## config.mk

```make
export PLATFORM = sky130hd
export DESIGN_NAME = calendar_set_ctrl
export DESIGN_NICKNAME = d
export VERILOG_FILES = /design/src/rtl/calendar_set_ctrl.sv
export SDC_FILE = /design/constraint.sdc
export NUM_CORES = 1
export LEC_CHECK = 0
export BUFFER_PORTS_ARGS = -buffer_cell sky130_fd_sc_hd__buf_4
export CORE_ASPECT_RATIO = 0.6
export CORE_MARGIN = 2
export CORE_UTILIZATION = 50
export DETAILED_ROUTE_END_ITERATION = 10
export PLACE_DENSITY = 0.75
export SKIP_LAST_GASP = 1
export SLEW_MARGIN = 0
export SYNTH_ARGS = -nofsm -noshare
export SYNTH_HDL_FRONTEND = slang
export SYNTH_SLANG_ARGS = --single-unit
```

## constraint.sdc

```tcl
create_clock -name clock -period 1.9 [get_ports clock]
set_input_delay 0.19 -clock clock [delete_from_list [all_inputs] [get_ports clock]]
set_output_delay 0.19 -clock clock [all_outputs]
set_load 0.05 [all_outputs]
```

## src/rtl/calendar_set_ctrl.sv

```systemverilog
// Set-mode sequencer for the calendar counter chain: turns MODE/UP key presses into
// field selection, one-hot increment pulses, blink, inactivity timeout and commit.
module calendar_set_ctrl #(
    parameter int unsigned NUM_FIELDS = 5,
    parameter int unsigned SEL_W      = 3,
    parameter int unsigned TIMEOUT_S  = 30
) (
    input  logic                  clock,
    input  logic                  reset,
    input  logic                  mode_key,
    input  logic                  up_key,
    input  logic                  tick_1hz,
    output logic                  set_mode,
    output logic [SEL_W-1:0]      field_sel,
    output logic [NUM_FIELDS-1:0] field_up,
    output logic                  blank,
    output logic                  commit
);

    localparam int unsigned IDLE_W = $clog2(TIMEOUT_S + 1);

    typedef enum logic [1:0] {
        StRun,
        StEdit,
        StCommit
    } state_e;

    // Inputs are sampled once, then compared with their previous sample for edge detect.
    logic mode_s_q, up_s_q, tick_s_q;
    logic mode_h_q, up_h_q;
    logic mode_press, up_press;

    state_e            state_q, state_d;
    logic [SEL_W-1:0]  sel_q, sel_d;
    logic [IDLE_W-1:0] idle_q, idle_d;
    logic              phase_q, phase_d;
    logic              up_fire;

    logic                  set_mode_d;
    logic [SEL_W-1:0]      field_sel_d;
    logic [NUM_FIELDS-1:0] field_up_d;
    logic                  blank_d;
    logic                  commit_d;

    assign mode_press = mode_s_q & ~mode_h_q;
    assign up_press   = up_s_q & ~up_h_q;

    always_ff @(posedge clock) begin
        if (reset) begin
            mode_s_q  <= 1'b0;
            up_s_q    <= 1'b0;
            tick_s_q  <= 1'b0;
            mode_h_q  <= 1'b0;
            up_h_q    <= 1'b0;
            state_q   <= StRun;
            sel_q     <= '0;
            idle_q    <= '0;
            phase_q   <= 1'b0;
            set_mode  <= 1'b0;
            field_sel <= '0;
            field_up  <= '0;
            blank     <= 1'b0;
            commit    <= 1'b0;
        end else begin
            mode_s_q  <= mode_key;
            up_s_q    <= up_key;
            tick_s_q  <= tick_1hz;
            mode_h_q  <= mode_s_q;
            up_h_q    <= up_s_q;
            state_q   <= state_d;
            sel_q     <= sel_d;
            idle_q    <= idle_d;
            phase_q   <= phase_d;
            set_mode  <= set_mode_d;
            field_sel <= field_sel_d;
            field_up  <= field_up_d;
            blank     <= blank_d;
            commit    <= commit_d;
        end
    end

    always_comb begin
        state_d = state_q;
        sel_d   = sel_q;
        idle_d  = idle_q;
        phase_d = phase_q;
        up_fire = 1'b0;
        case (state_q)
            StRun: begin
                if (mode_press) begin
                    state_d = StEdit;
                    sel_d   = '0;
                    idle_d  = '0;
                    phase_d = 1'b0;
                end
            end
            StEdit: begin
                // Mode beats up, and any press beats a coincident tick.
                if (mode_press) begin
                    idle_d  = '0;
                    phase_d = 1'b0;
                    if (sel_q == SEL_W'(NUM_FIELDS - 1)) begin
                        state_d = StCommit;
                        sel_d   = '0;
                    end else begin
                        sel_d = sel_q + SEL_W'(1);
                    end
                end else if (up_press) begin
                    up_fire = 1'b1;
                    idle_d  = '0;
                    phase_d = 1'b0;
                end else if (tick_s_q) begin
                    phase_d = ~phase_q;
                    if (idle_q != IDLE_W'(TIMEOUT_S)) begin
                        idle_d = idle_q + IDLE_W'(1);
                    end
                    if (idle_q >= IDLE_W'(TIMEOUT_S - 1)) begin
                        state_d = StCommit;
                        sel_d   = '0;
                    end
                end
            end
            StCommit: begin
                state_d = StRun;
                sel_d   = '0;
                idle_d  = '0;
                phase_d = 1'b0;
            end
            default: begin
                state_d = StRun;
                sel_d   = '0;
                idle_d  = '0;
                phase_d = 1'b0;
            end
        endcase
    end

    // Outputs are derived from the next state so they register on the same edge.
    always_comb begin
        set_mode_d  = (state_d == StEdit);
        field_sel_d = (state_d == StEdit) ? sel_d : '0;
        field_up_d  = up_fire ? (NUM_FIELDS'(1) << sel_q) : '0;
        blank_d     = (state_d == StEdit) & phase_d;
        commit_d    = (state_d == StCommit);
    end

endmodule

```

==> results of run 1 <==
-- per-layer routing --
metal / part of all wire / up-vias / track usage
met5: 0 / - / 0
met2: 0.46 / 35 / 0.304
met3: 0.069 / 2 / 0.0534
met1: 0.47 / 403 / 0.242
li1: - / 450 / -
met4: 0.0062 / 0 / 0.0479
-- worst reg2reg max path: cells and delay by family, from the launching register on --
kind	cells	cell delay, ns
compound gates	1	0.20
fa+ha+maj	1	0.19
buf+inv	1	0.08
flops	1	0.44
simple gates	3	0.57
-- how the worst max path moves through the flow --
stage / depth (start not counted) / startpoint / end
floorplan: 6 / idle_q[0] / idle_q[3]
global placement: 6 / idle_q[1] / blank
detailed placement: 6 / idle_q[1] / sel_q[0]
CTS: 6 / idle_q[1] / blank
global route: 6 / idle_q[1] / field_sel[1]
finish: 6 / idle_q[1] / blank
-- state kept, by name, indices dropped and copies added (netlist names) --
name / cells
up_h_q: 1
mode_h_q: 1
set_mode: 1
phase_q: 1
state_q: 2
tick_s_q: 1
commit: 1
mode_s_q: 1
field_sel: 3
sel_q: 3
blank: 1
field_up: 5
idle_q: 5
up_s_q: 1
-- area by class of cell --
type                       instances  area, um2
inverter                           5       18.8
tap                               30       37.5
timing repair buffer              16        120
clock buffer                       4       45.0
sequential                        27        541
fill                             187        833
multi-input combinational         80        536
-- through the flow --
step / hold WS [ns] / utilization
after CTS: 0.127 / 0.609
final: 0.131 / 0.609
after floorplan: 0.262 / -
after global routing: 0.128 / 0.609
after global placement: 0.404 / 0.588
after detailed placement: 0.405 / 0.588
-- power by group through the flow --
stage	Sequential (W)	Clock (W)	Combinational, W
finish	0.000592	0.000309	0.0000805
global route	0.000594	0.000339	0.0000887
CTS	0.000592	0.000318	0.0000809
detailed placement	0.000605	0	0.0000803
global placement	0.000604	0	0.0000785
floorplan	0.000609	0	0.0000516
-- logic make-up after synthesis --
family                     Yosys count  share of synthesized area
buffers and inverters                8                     0.0359
adders and majority gates            5                     0.0561
and+or+nand+nor                     53                      0.270
xor gates and xnor gates             1                    0.00785
muxes                                1                    0.00897
AOI/OAI and AO/OA                   20                      0.137
DFF                                 27                      0.484
-- synth_stat cells, drive strengths merged (2+ instances only) --
library cell  count
a211oi            2
a21oi             4
a2bb2oi           2
a31oi             2
and3              3
buf               3
dfxtp            27
ha                5
inv               5
nand2            11
nand2b            2
nand3             5
nand4             3
nor2              6
nor2b             7
nor3              5
nor4              3
o21ai             2
o311a             3
o31ai             2
or3               3
==> PnR_summary.wiki, run 1 <==
{| class="wikitable"
! Metric !! Value
|-
| Outcome || completed
|-
| Number of cells in the design after placement || 158
|-
| Number of antenna violations at the first check in global routing || 0
|-
| Post-DR vias/cell || 5.49
|-
| TritonCTS buffer count || 3
|-
| Vias after detailed routing || 890
|-
| Count of warnings emitted by yosys || 0
|-
| Remaining DRCs || 0
|-
| Critical path launch point type || register
|-
| CTS tree || yes
|-
| Clock Tree Root || sky130_fd_sc_hd__clkbuf_8
|-
| Cells taking the most area after synthesis || sky130_fd_sc_hd__dfxtp_1, sky130_fd_sc_hd__ha_1, sky130_fd_sc_hd__nand2_1
|-
| Chip width || 65.0 um
|-
| Area post-placement || 0.00125 mm2
|-
| Number of primary I/O pins || 16
|-
| Post-Layout Inst Area || 0.00130 mm2
|-
| Post-CTS Repair Setup Buffers || 0
|-
| Standard cell core area || 0.00213 mm2
|-
| Routed wire length per instance || 13.9 um
|-
| Worst-case headroom to the max-slew limit || 0.709
|-
| Htree depth || 1
|-
| Dominant register cell in the synthesized netlist || sky130_fd_sc_hd__dfxtp_1
|-
| Distinct cell type count of the synthesized netlist || 36
|-
| Combinational group share of total power || 0.082
|-
| Hold Vio Cnt, Final || 0
|-
| Number of global-route vias before repair || 725
|-
| Synthesized area per cell || 9.70 um2
|-
| Min Clock Period, post-route || 1.59 ns
|-
| Worst hold path class || in -> reg
|-
| Global router's overall resource usage || 0.184
|-
| Sum of negative setup slack || 0 ns
|-
| Hold path cells || 2
|-
| Max Slew Vio Count || 0
|-
| Starting DRT DRC Count || 58
|-
| Critical R2R Launch || idle_q[1]
|-
| Post-synthesis async set-or-reset flop share || 0
|-
| ANT nets after route || 0
|-
| Post-route non-filler standard cell count || 162
|-
| Row cnt || 13
|-
| Final setup slack of the worst path || 0.313 ns
|-
| Peak supply drop || 0.424 mV
|-
| Share of post-route cells with drive strength above 1 || 0.182
|-
| R2R Path End || blank
|-
| Max-cap viol count || 0
|-
| Hold wc startpoint || mode_key
|-
| Gate family responsible for the most delay along the worst path || simple AND/OR/NAND/NOR gates
|-
| Initial Util || 0.524
|-
| Design Power || 0.000982 W
|-
| Crit path DAT || 1.76 ns
|-
| Gate Count Post-Synth || 115
|-
| Area of the die || 0.00264 mm2
|-
| Reported net switching power || 0.000223 W
|-
| Cell-internal power || 0.000759 W
|-
| Leading cell type in the layout, fill and taps excluded || sky130_fd_sc_hd__dfxtp_1
|-
| Sequential share of power || 0.603
|-
| Worst setup slack for register-to-register paths || 0.31 ns
|-
| Cell taking the most area after synthesis || sky130_fd_sc_hd__dfxtp_1
|-
| Static Leak || 0.501 nW
|-
| Worst reg2reg path depth || 6
|-
| Worst-Margin Slew || 0.434 ns
|-
| Number of hold buffers added after CTS || 0
|-
| Clk buf depth || 2
|-
| Power per standard cell area || 757 mW/mm2
|-
| Sink of the worst hold path || mode_s_q
|-
| Final routed wirelength across all metal layers || 2.25 mm
|-
| Register bit total from synthesis || 27
|-
| Part of the Yosys area used for sequential elements || 0.484
|-
| Post-route clock period utilization || 0.835
|-
| Number of enable flip-flop cells after synthesis || 0
|-
| Count of final setup violators || 0
|-
| Most frequent cells in the layout || sky130_fd_sc_hd__dfxtp_1, sky130_fd_sc_hd__buf_4, sky130_fd_sc_hd__nand2_1
|-
| CTS clock-pin slew for the worst setup and hold paths || 0.08 ns
|-
| Maximum number of pins on one net before global-route repair || 15
|-
| Syn-to-layout area delta || 16.3%
|-
| Post-Syn Area || 0.00112 mm2
|-
| Final weighted congestion in routability-driven placement || 0.768
|-
| Num Clock Sinks || 27
|-
| Cell breakdown of the critical path || inv_1 > ha_1 > nor3_1 > nor3_2 > a2bb2oi_2 > nor4_1
|-
| Timing-limited maximum frequency || 630 MHz
|-
| DIE HEIGHT || 40.6 um
|-
| Net count of the mapped netlist || 125
|-
| Clock tree skew after final layout || 0.00237 ns
|-
| Buffers added on ports || 15
|-
| Setup repair after global routing missed its margin || false
|-
| Biggest fanout along the worst timing path || 6
|-
| Placed wire-length estimate || 1.66 mm
|-
| Total buffers and inverters traversed by the critical path || 1
|-
| Maximum cell stage delay along the critical path || 0.44 ns
|-
| Fin nets || 143
|-
| Clock network fraction of total power || 0.315
|-
| Data required time of the critical path || 2.07 ns
|-
| Remaining global-route overflow || 0
|-
| Crit end category || register
|-
| Pre-CTS setup slack || 0.342 ns
|-
| Portion of synthesized cell area occupied by the leading cell type || 0.484
|-
| Number of optimization iterations in the first detailed-route pass || 4
|-
| Setup Crit Path Kind || reg -> reg
|-
| Clock insertion delay at the later pin of the skew report || 0.26 ns
|-
| Cell with the largest stage delay on the worst path || sky130_fd_sc_hd__dfxtp_1
|-
| First-pass GRT wire length || 3.45 mm
|-
| CTS-repair resized insts || 0
|-
| Switching Fraction || 0.227
|-
| Antenna cells || 0
|}
Power figures use the tool's default switching activity.
==> run 2: changes to the inputs <==
ABC_AREA = 1   (was default)
clock period = 1.55 ns   (was 1.9 ns; I/O delays follow)
==> run 2 against run 1 <==
Via count increased by 13%. Cell count increased by 27%. First-iteration DRC count increased by 26%. Largest power group unchanged. Clock skew increased by 0.0022 ns. Critical path type unchanged. Clock-buffer cell count decreased by 1. Largest cell class is now multi-input gates. Highest routed layer unchanged. Power increased by 30%. Sequential power increased by 23%. Fmax increased by 11%.
==> PnR_summary.wiki, run 2 <==
{| class="wikitable"
! Metric !! Value
|-
| Routed wire length per instance || 11.4 um
|-
| Clock Tree Root || sky130_fd_sc_hd__clkbuf_8
|-
| Top flop regs || field_up: 5 flops, idle_q: 5 flops
|-
| Timing-limited maximum frequency || 698 MHz
|-
| Area post-placement || 0.00138 mm2
|-
| Maximum cell stage delay along the critical path || 0.38 ns
|-
| Total buffers and inverters traversed by the critical path || 2
|-
| Post-CTS Repair Setup Buffers || 0
|-
| Htree depth || 1
|-
| Remaining global-route overflow || 0
|-
| Sequential share of power || 0.569
|-
| Number of enable flip-flop cells after synthesis || 0
|-
| Biggest fanout along the worst timing path || 4
|-
| Number of global-route vias before repair || 960
|-
| Gate family responsible for the most delay along the worst path || simple AND/OR/NAND/NOR gates
|-
| Min Clock Period, post-route || 1.43 ns
|-
| Worst reg2reg path depth || 10
|-
| Worst-case headroom to the max-slew limit || 0.797
|-
| Data required time of the critical path || 1.72 ns
|-
| Placed wire-length estimate || 1.78 mm
|-
| Sink of the worst hold path || up_s_q
|-
| DIE HEIGHT || 42.6 um
|-
| Num Clock Sinks || 27
|-
| Syn-to-layout area delta || 15.6%
|-
| Number of antenna violations at the first check in global routing || 0
|-
| Combinational group share of total power || 0.119
|-
| Initial Util || 0.550
|-
| Net count of the mapped netlist || 167
|-
| Post-synthesis async set-or-reset flop share || 0
|-
| Area of the die || 0.00291 mm2
|-
| Clock insertion delay at the later pin of the skew report || 0.27 ns
|-
| Post-route non-filler standard cell count || 205
|-
| Power per standard cell area || 888 mW/mm2
|-
| Cell taking the most area after synthesis || sky130_fd_sc_hd__dfxtp_1
|-
| Remaining DRCs || 0
|-
| Reported net switching power || 0.000333 W
|-
| Count of warnings emitted by yosys || 0
|-
| Design Power || 0.00128 W
|-
| Distinct cell type count of the synthesized netlist || 29
|-
| Final weighted congestion in routability-driven placement || 0.840
|-
| Clock network fraction of total power || 0.312
|-
| Leading cell types by count after synthesis || sky130_fd_sc_hd__inv_1, sky130_fd_sc_hd__dfxtp_1, sky130_fd_sc_hd__nand2_1, sky130_fd_sc_hd__nor2_1, sky130_fd_sc_hd__nand3_1
|-
| Register bit total from synthesis || 27
|-
| Critical path launch point type || register
|-
| Global router's overall resource usage || 0.195
|-
| Post-DR vias/cell || 4.91
|-
| Clk buf depth || 2
|-
| Number of hold buffers added after CTS || 0
|-
| Buffers added on ports || 15
|-
| Worst setup slack for register-to-register paths || 0.12 ns
|-
| Post-Syn Area || 0.00124 mm2
|-
| Maximum number of pins on one net before global-route repair || 16
|-
| Peak supply drop || 0.645 mV
|-
| Synthesized area per cell || 7.91 um2
|-
| Crit path DAT || 1.60 ns
|-
| Antenna cells || 0
|-
| Leading cell type in the layout, fill and taps excluded || sky130_fd_sc_hd__inv_1
|-
| CTS-repair resized insts || 0
|-
| Starting DRT DRC Count || 73
|-
| Gate Count Post-Synth || 157
|-
| Switching Fraction || 0.261
|-
| CTS tree || yes
|-
| Share of post-route cells with drive strength above 1 || 0.240
|-
| Worst hold path class || in -> reg
|-
| Number of primary I/O pins || 16
|-
| Fin nets || 186
|-
| Vias after detailed routing || 1,006
|-
| Most frequent cells in the layout || sky130_fd_sc_hd__inv_1, sky130_fd_sc_hd__dfxtp_1, sky130_fd_sc_hd__nand2_1
|-
| Chip width || 68.4 um
|-
| ANT nets after route || 0
|-
| Portion of synthesized cell area occupied by the leading cell type || 0.435
|-
| Standard cell core area || 0.00226 mm2
|-
| Cells taking the most area after synthesis || sky130_fd_sc_hd__dfxtp_1, sky130_fd_sc_hd__inv_1, sky130_fd_sc_hd__nand2_1
|-
| Most common cell in the synthesized netlist || sky130_fd_sc_hd__inv_1
|-
| Static Leak || 0.687 nW
|-
| Max-cap viol count || 0
|-
| Hold wc startpoint || up_key
|-
| Hold path cells || 3
|-
| Setup Crit Path Kind || reg -> reg
|-
| Row cnt || 13
|-
| Cell with the largest stage delay on the worst path || sky130_fd_sc_hd__dfxtp_2
|-
| Worst-Margin Slew || 0.303 ns
|-
| Final routed wirelength across all metal layers || 2.33 mm
|-
| Critical R2R Launch || idle_q[1]
|-
| Count of final setup violators || 0
|-
| Clock tree skew after final layout || 0.00461 ns
|-
| Dominant register cell in the synthesized netlist || sky130_fd_sc_hd__dfxtp_1
|-
| Max Slew Vio Count || 0
|-
| Setup repair after global routing missed its margin || true
|-
| TritonCTS buffer count || 3
|-
| CTS clock-pin slew for the worst setup and hold paths || 0.09 ns
|-
| First-pass GRT wire length || 4.21 mm
|-
| Crit end category || register
|-
| Cell breakdown of the critical path || inv_1 > ha_1 > nor2_1 > nand2_1 > nand2_1 > nor2_1 > nand2_2 > nand2_2 > o21ai_1 > inv_1
|-
| Outcome || completed
|-
| Number of optimization iterations in the first detailed-route pass || 4
|-
| Number of cells in the design after placement || 201
|-
| Part of the Yosys area used for sequential elements || 0.435
|-
| R2R Path End || commit
|-
| Post-route clock period utilization || 0.924
|-
| Hold Vio Cnt, Final || 0
|-
| Cell-internal power || 0.000943 W
|-
| Post-Layout Inst Area || 0.00144 mm2
|}
-- run 2: cell types whose count changed after synthesis, sizes merged, moves of 3 or more --
cell and change:
nor2 +11, or3 -3, and3 -3, nor4 -3, nand2 +22, nor2b -7, inv +26, a21oi +6
o311a -3, nand3 +9
-- run 2: how the worst max path moves through the flow --
stage,startpoint,end,slack [ns],cells past startpoint
detailed placement,idle_q[1],commit,0.09,10
global placement,idle_q[1],commit,0.19,10
CTS,idle_q[1],commit,0.07,10
finish,idle_q[1],commit,0.12,10
floorplan,idle_q[1],commit,0.26,10
global route,idle_q[1],commit,-0.03,10
-- run 2: power by group through the flow --
stage	combinational (W)	clock (W)	sequential, W
final	0.000152	0.000398	0.000726
after global routing	0.000172	0.000438	0.000728
after CTS	0.000150	0.000405	0.000725
after detailed placement	0.000150	0	0.000741
after global placement	0.000146	0	0.000740
after floorplan	0.000106	0	0.000748
-- run 2: through the flow --
stage | TNS, ns | setup WS [ns] | utilization | hold WS, ns
6_report | 0 | 0.117 | 0.635 | 0.0778
5_1_grt | -0.0419 | -0.0283 | 0.635 | 0.0803
4_1_cts | 0 | 0.0673 | 0.633 | 0.0761
3_5_place_dp | 0 | 0.0904 | 0.612 | 0.362
3_3_place_gp | 0 | 0.188 | 0.612 | 0.354
2_1_floorplan | 0 | 0.259 | - | 0.262
-- run 2: layer usage --
layer  vias up  global-route usage  share of wire
met5         -                   0              0
met4         0              0.0360         0.0064
met3         2              0.0672          0.088
met2        36               0.291           0.42
met1       439               0.274           0.49
li1        529                   -              -
-- run 2: worst register-to-register path, cell delays in order (launching register included) --
cell	delay [ns]
sky130_fd_sc_hd__dfxtp_2	0.38
sky130_fd_sc_hd__inv_1	0.08
sky130_fd_sc_hd__ha_1	0.18
sky130_fd_sc_hd__nor2_1	0.08
sky130_fd_sc_hd__nand2_1	0.06
sky130_fd_sc_hd__nand2_1	0.09
sky130_fd_sc_hd__nor2_1	0.07
sky130_fd_sc_hd__nand2_2	0.09
sky130_fd_sc_hd__nand2_2	0.08
sky130_fd_sc_hd__o21ai_1	0.17
sky130_fd_sc_hd__inv_1	0.06
-- run 2: cells by family (layout without fill, tap and decap cells) --
kind of cell               after synthesis  after routing  synth area share
and+or+nand+nor                         72             72             0.300
buffers and inverters                   33             51             0.109
DFF                                     27             27             0.435
AOI/OAI and AO/OA                       19             19            0.0987
adders and majority gates                5              5            0.0504
xor gates and xnor gates                 1              1           0.00705
-- run 2: cell type report --
class	count	area, um2
timing repair buffer	16	120
multi-input combinational	97	572
clock inverter	1	5.00
inverter	31	119
sequential	27	542
tap	30	37.5
fill	189	825
clock buffer	3	41.3
==> run 3: changes to the inputs <==
ABC_AREA = default   (was 1)
==> run 3 against run 2 <==
First-iteration DRC count is 30% lower. Flip-flop and latch count stayed put. Cell count is 18% lower. Routed wire length is 1.6% lower. Critical endpoint is now field_sel[0]. Via count is 9.0% lower. Critical path type unchanged. Cell area is 5.3% lower. Register-to-register slack worse by 0.07 ns. Power is 4.1% lower. Sequential power hardly changed. Non-clock buffer count is 6 higher. Combinational power is 29% lower. Setup slack worse by 0.067 ns.
==> PnR_summary.wiki, run 3 (synthesis results as in run 1) <==
{| class="wikitable"
! Metric !! Value
|-
| Worst-Margin Slew || 0.356 ns
|-
| Static Leak || 0.535 nW
|-
| TritonCTS buffer count || 3
|-
| Routed wire length per instance || 13.6 um
|-
| Power per standard cell area || 899 mW/mm2
|-
| Remaining DRCs || 0
|-
| Peak supply drop || 0.614 mV
|-
| Area taken by multi-input logic gates || 547 um2
|-
| Fin nets || 149
|-
| Switching Fraction || 0.234
|-
| Number of optimization iterations in the first detailed-route pass || 4
|-
| First-pass GRT wire length || 3.47 mm
|-
| Hold Vio Cnt, Final || 0
|-
| Sequential cell area in the final layout || 547 um2
|-
| Global router's overall resource usage || 0.189
|-
| Post-DR vias/cell || 5.45
|-
| Outcome || completed
|-
| Number of global-route vias before repair || 791
|-
| Row cnt || 13
|-
| Setup Crit Path Kind || reg -> reg
|-
| Clock Tree Root || sky130_fd_sc_hd__clkbuf_8
|-
| Share of post-route cells with drive strength above 1 || 0.254
|-
| Count of final setup violators || 0
|-
| Initial Util || 0.524
|-
| Timing-limited maximum frequency || 667 MHz
|-
| CTS clock-pin slew for the worst setup and hold paths || 0.09 ns
|-
| Cell-internal power || 0.000937 W
|-
| Buffers added on ports || 15
|-
| Critical path launch point type || register
|-
| Design Power || 0.00122 W
|-
| CTS tree || yes
|-
| Number of hold buffers added after CTS || 0
|-
| Post-route clock period utilization || 0.968
|-
| Fill cell total of the finished layout || 179
|-
| Combinational group share of total power || 0.089
|-
| Sum of negative setup slack || 0 ns
|-
| Sequential share of power || 0.592
|-
| Worst-case headroom to the max-slew limit || 0.760
|-
| Number of antenna violations at the first check in global routing || 0
|-
| Num Clock Sinks || 27
|-
| Clk buf depth || 2
|-
| Top flop regs || field_up: 5 flops, idle_q: 5 flops
|-
| Most frequent cells in the layout || sky130_fd_sc_hd__dfxtp_1, sky130_fd_sc_hd__buf_4, sky130_fd_sc_hd__nand2_1
|-
| Clock network fraction of total power || 0.319
|-
| Chip width || 65.0 um
|-
| Data required time of the critical path || 1.72 ns
|-
| Worst hold path class || in -> reg
|-
| Antenna cells || 0
|-
| Leading cell type in the layout, fill and taps excluded || sky130_fd_sc_hd__dfxtp_1
|-
| Placed wire-length estimate || 1.62 mm
|-
| Htree depth || 1
|-
| Clock tree skew after final layout || 0.00615 ns
|-
| Number of primary I/O pins || 16
|-
| Starting DRT DRC Count || 51
|-
| Crit end category || register
|-
| Biggest fanout along the worst timing path || 5
|-
| Area of the die || 0.00264 mm2
|-
| Setup repair after global routing missed its margin || true
|-
| Reported net switching power || 0.000287 W
|-
| Remaining global-route overflow || 0
|-
| Min Clock Period, post-route || 1.50 ns
|-
| DIE HEIGHT || 40.6 um
|-
| Vias after detailed routing || 915
|-
| Syn-to-layout area delta || 21.9%
|-
| ANT nets after route || 0
|-
| Crit path DAT || 1.67 ns
|-
| Max Slew Vio Count || 0
|-
| Clock insertion delay at the later pin of the skew report || 0.27 ns
|-
| Max-cap viol count || 0
|-
| Final routed wirelength across all metal layers || 2.29 mm
|-
| Final weighted congestion in routability-driven placement || 0.795
|-
| Standard cell core area || 0.00213 mm2
|-
| Maximum number of pins on one net before global-route repair || 15
|}
-- run 3: area by class of cell --
cell class,count,share of cell area
well taps,30,0.0276
flip-flops and latches,27,0.402
multi-input cells,80,0.402
inverters,5,0.0138
repair buffers,22,0.121
clock buffers,4,0.0331
-- run 3: path summary, 6_finish.rpt --
path | startpoint | endpoint | slack (ns) | cells past startpoint
setup / recovery | sel_q[1] | field_sel[0] | 0.05 | 6
hold / removal | reset | tick_s_q | 0.09 | 2
setup reg to reg | sel_q[1] | field_sel[0] | 0.05 | 6
hold reg to reg | mode_s_q | mode_h_q | 0.49 | 1
-- run 3: critical path, stage by stage, from the launching register on --
cell and delay [ns]:
sky130_fd_sc_hd__dfxtp_1 0.42, sky130_fd_sc_hd__inv_1 0.08, sky130_fd_sc_hd__ha_1 0.24, sky130_fd_sc_hd__nand2_1 0.13, sky130_fd_sc_hd__nand2_1 0.08, sky130_fd_sc_hd__or3_1 0.36
sky130_fd_sc_hd__o31ai_1 0.10
-- run 3: power groups by stage --
| stage | registers [W] | clock network, W | logic [W] |
|---|---|---|---|
| 3_3_place_gp | 0.000740 | 0 | 0.000103 |
| 4_1_cts | 0.000724 | 0.000401 | 0.000105 |
| 3_5_place_dp | 0.000740 | 0 | 0.000104 |
| 5_1_grt | 0.000727 | 0.000426 | 0.000118 |
| 6_report | 0.000724 | 0.000391 | 0.000108 |
| 2_1_floorplan | 0.000747 | 0 | 0.0000633 |
-- run 3: metrics by stage --
stage | setup slack (ns) | util | cell area, um2 | hold slack, ns | instances
final | 0.0500 | 0.638 | 1360 | 0.0875 | 168
after global routing | -0.0413 | 0.638 | 1360 | 0.0863 | 168
after CTS | 0.0229 | 0.623 | 1330 | 0.0846 | 166
after detailed placement | 0.0392 | 0.602 | 1280 | 0.369 | 162
after global placement | 0.0928 | 0.602 | 1280 | 0.369 | 162
after floorplan | 0.198 | - | 1120 | 0.227 | 115
-- run 3: metal layers --
| metal | share of wire | vias to the layer above | track usage |
|---|---|---|---|
| met5 | 0 | - | 0 |
| met4 | 0.0083 | 0 | 0.0798 |
| met3 | 0.067 | 4 | 0.0618 |
| met2 | 0.43 | 31 | 0.299 |
| met1 | 0.49 | 421 | 0.243 |
| li1 | - | 459 | - |
-- run 3: repair_timing --
item | in CTS | in global routing
gates resized for setup | 0 | 6
endpoints found under the setup margin | 0 | 11
buffers inserted | 0 | 2
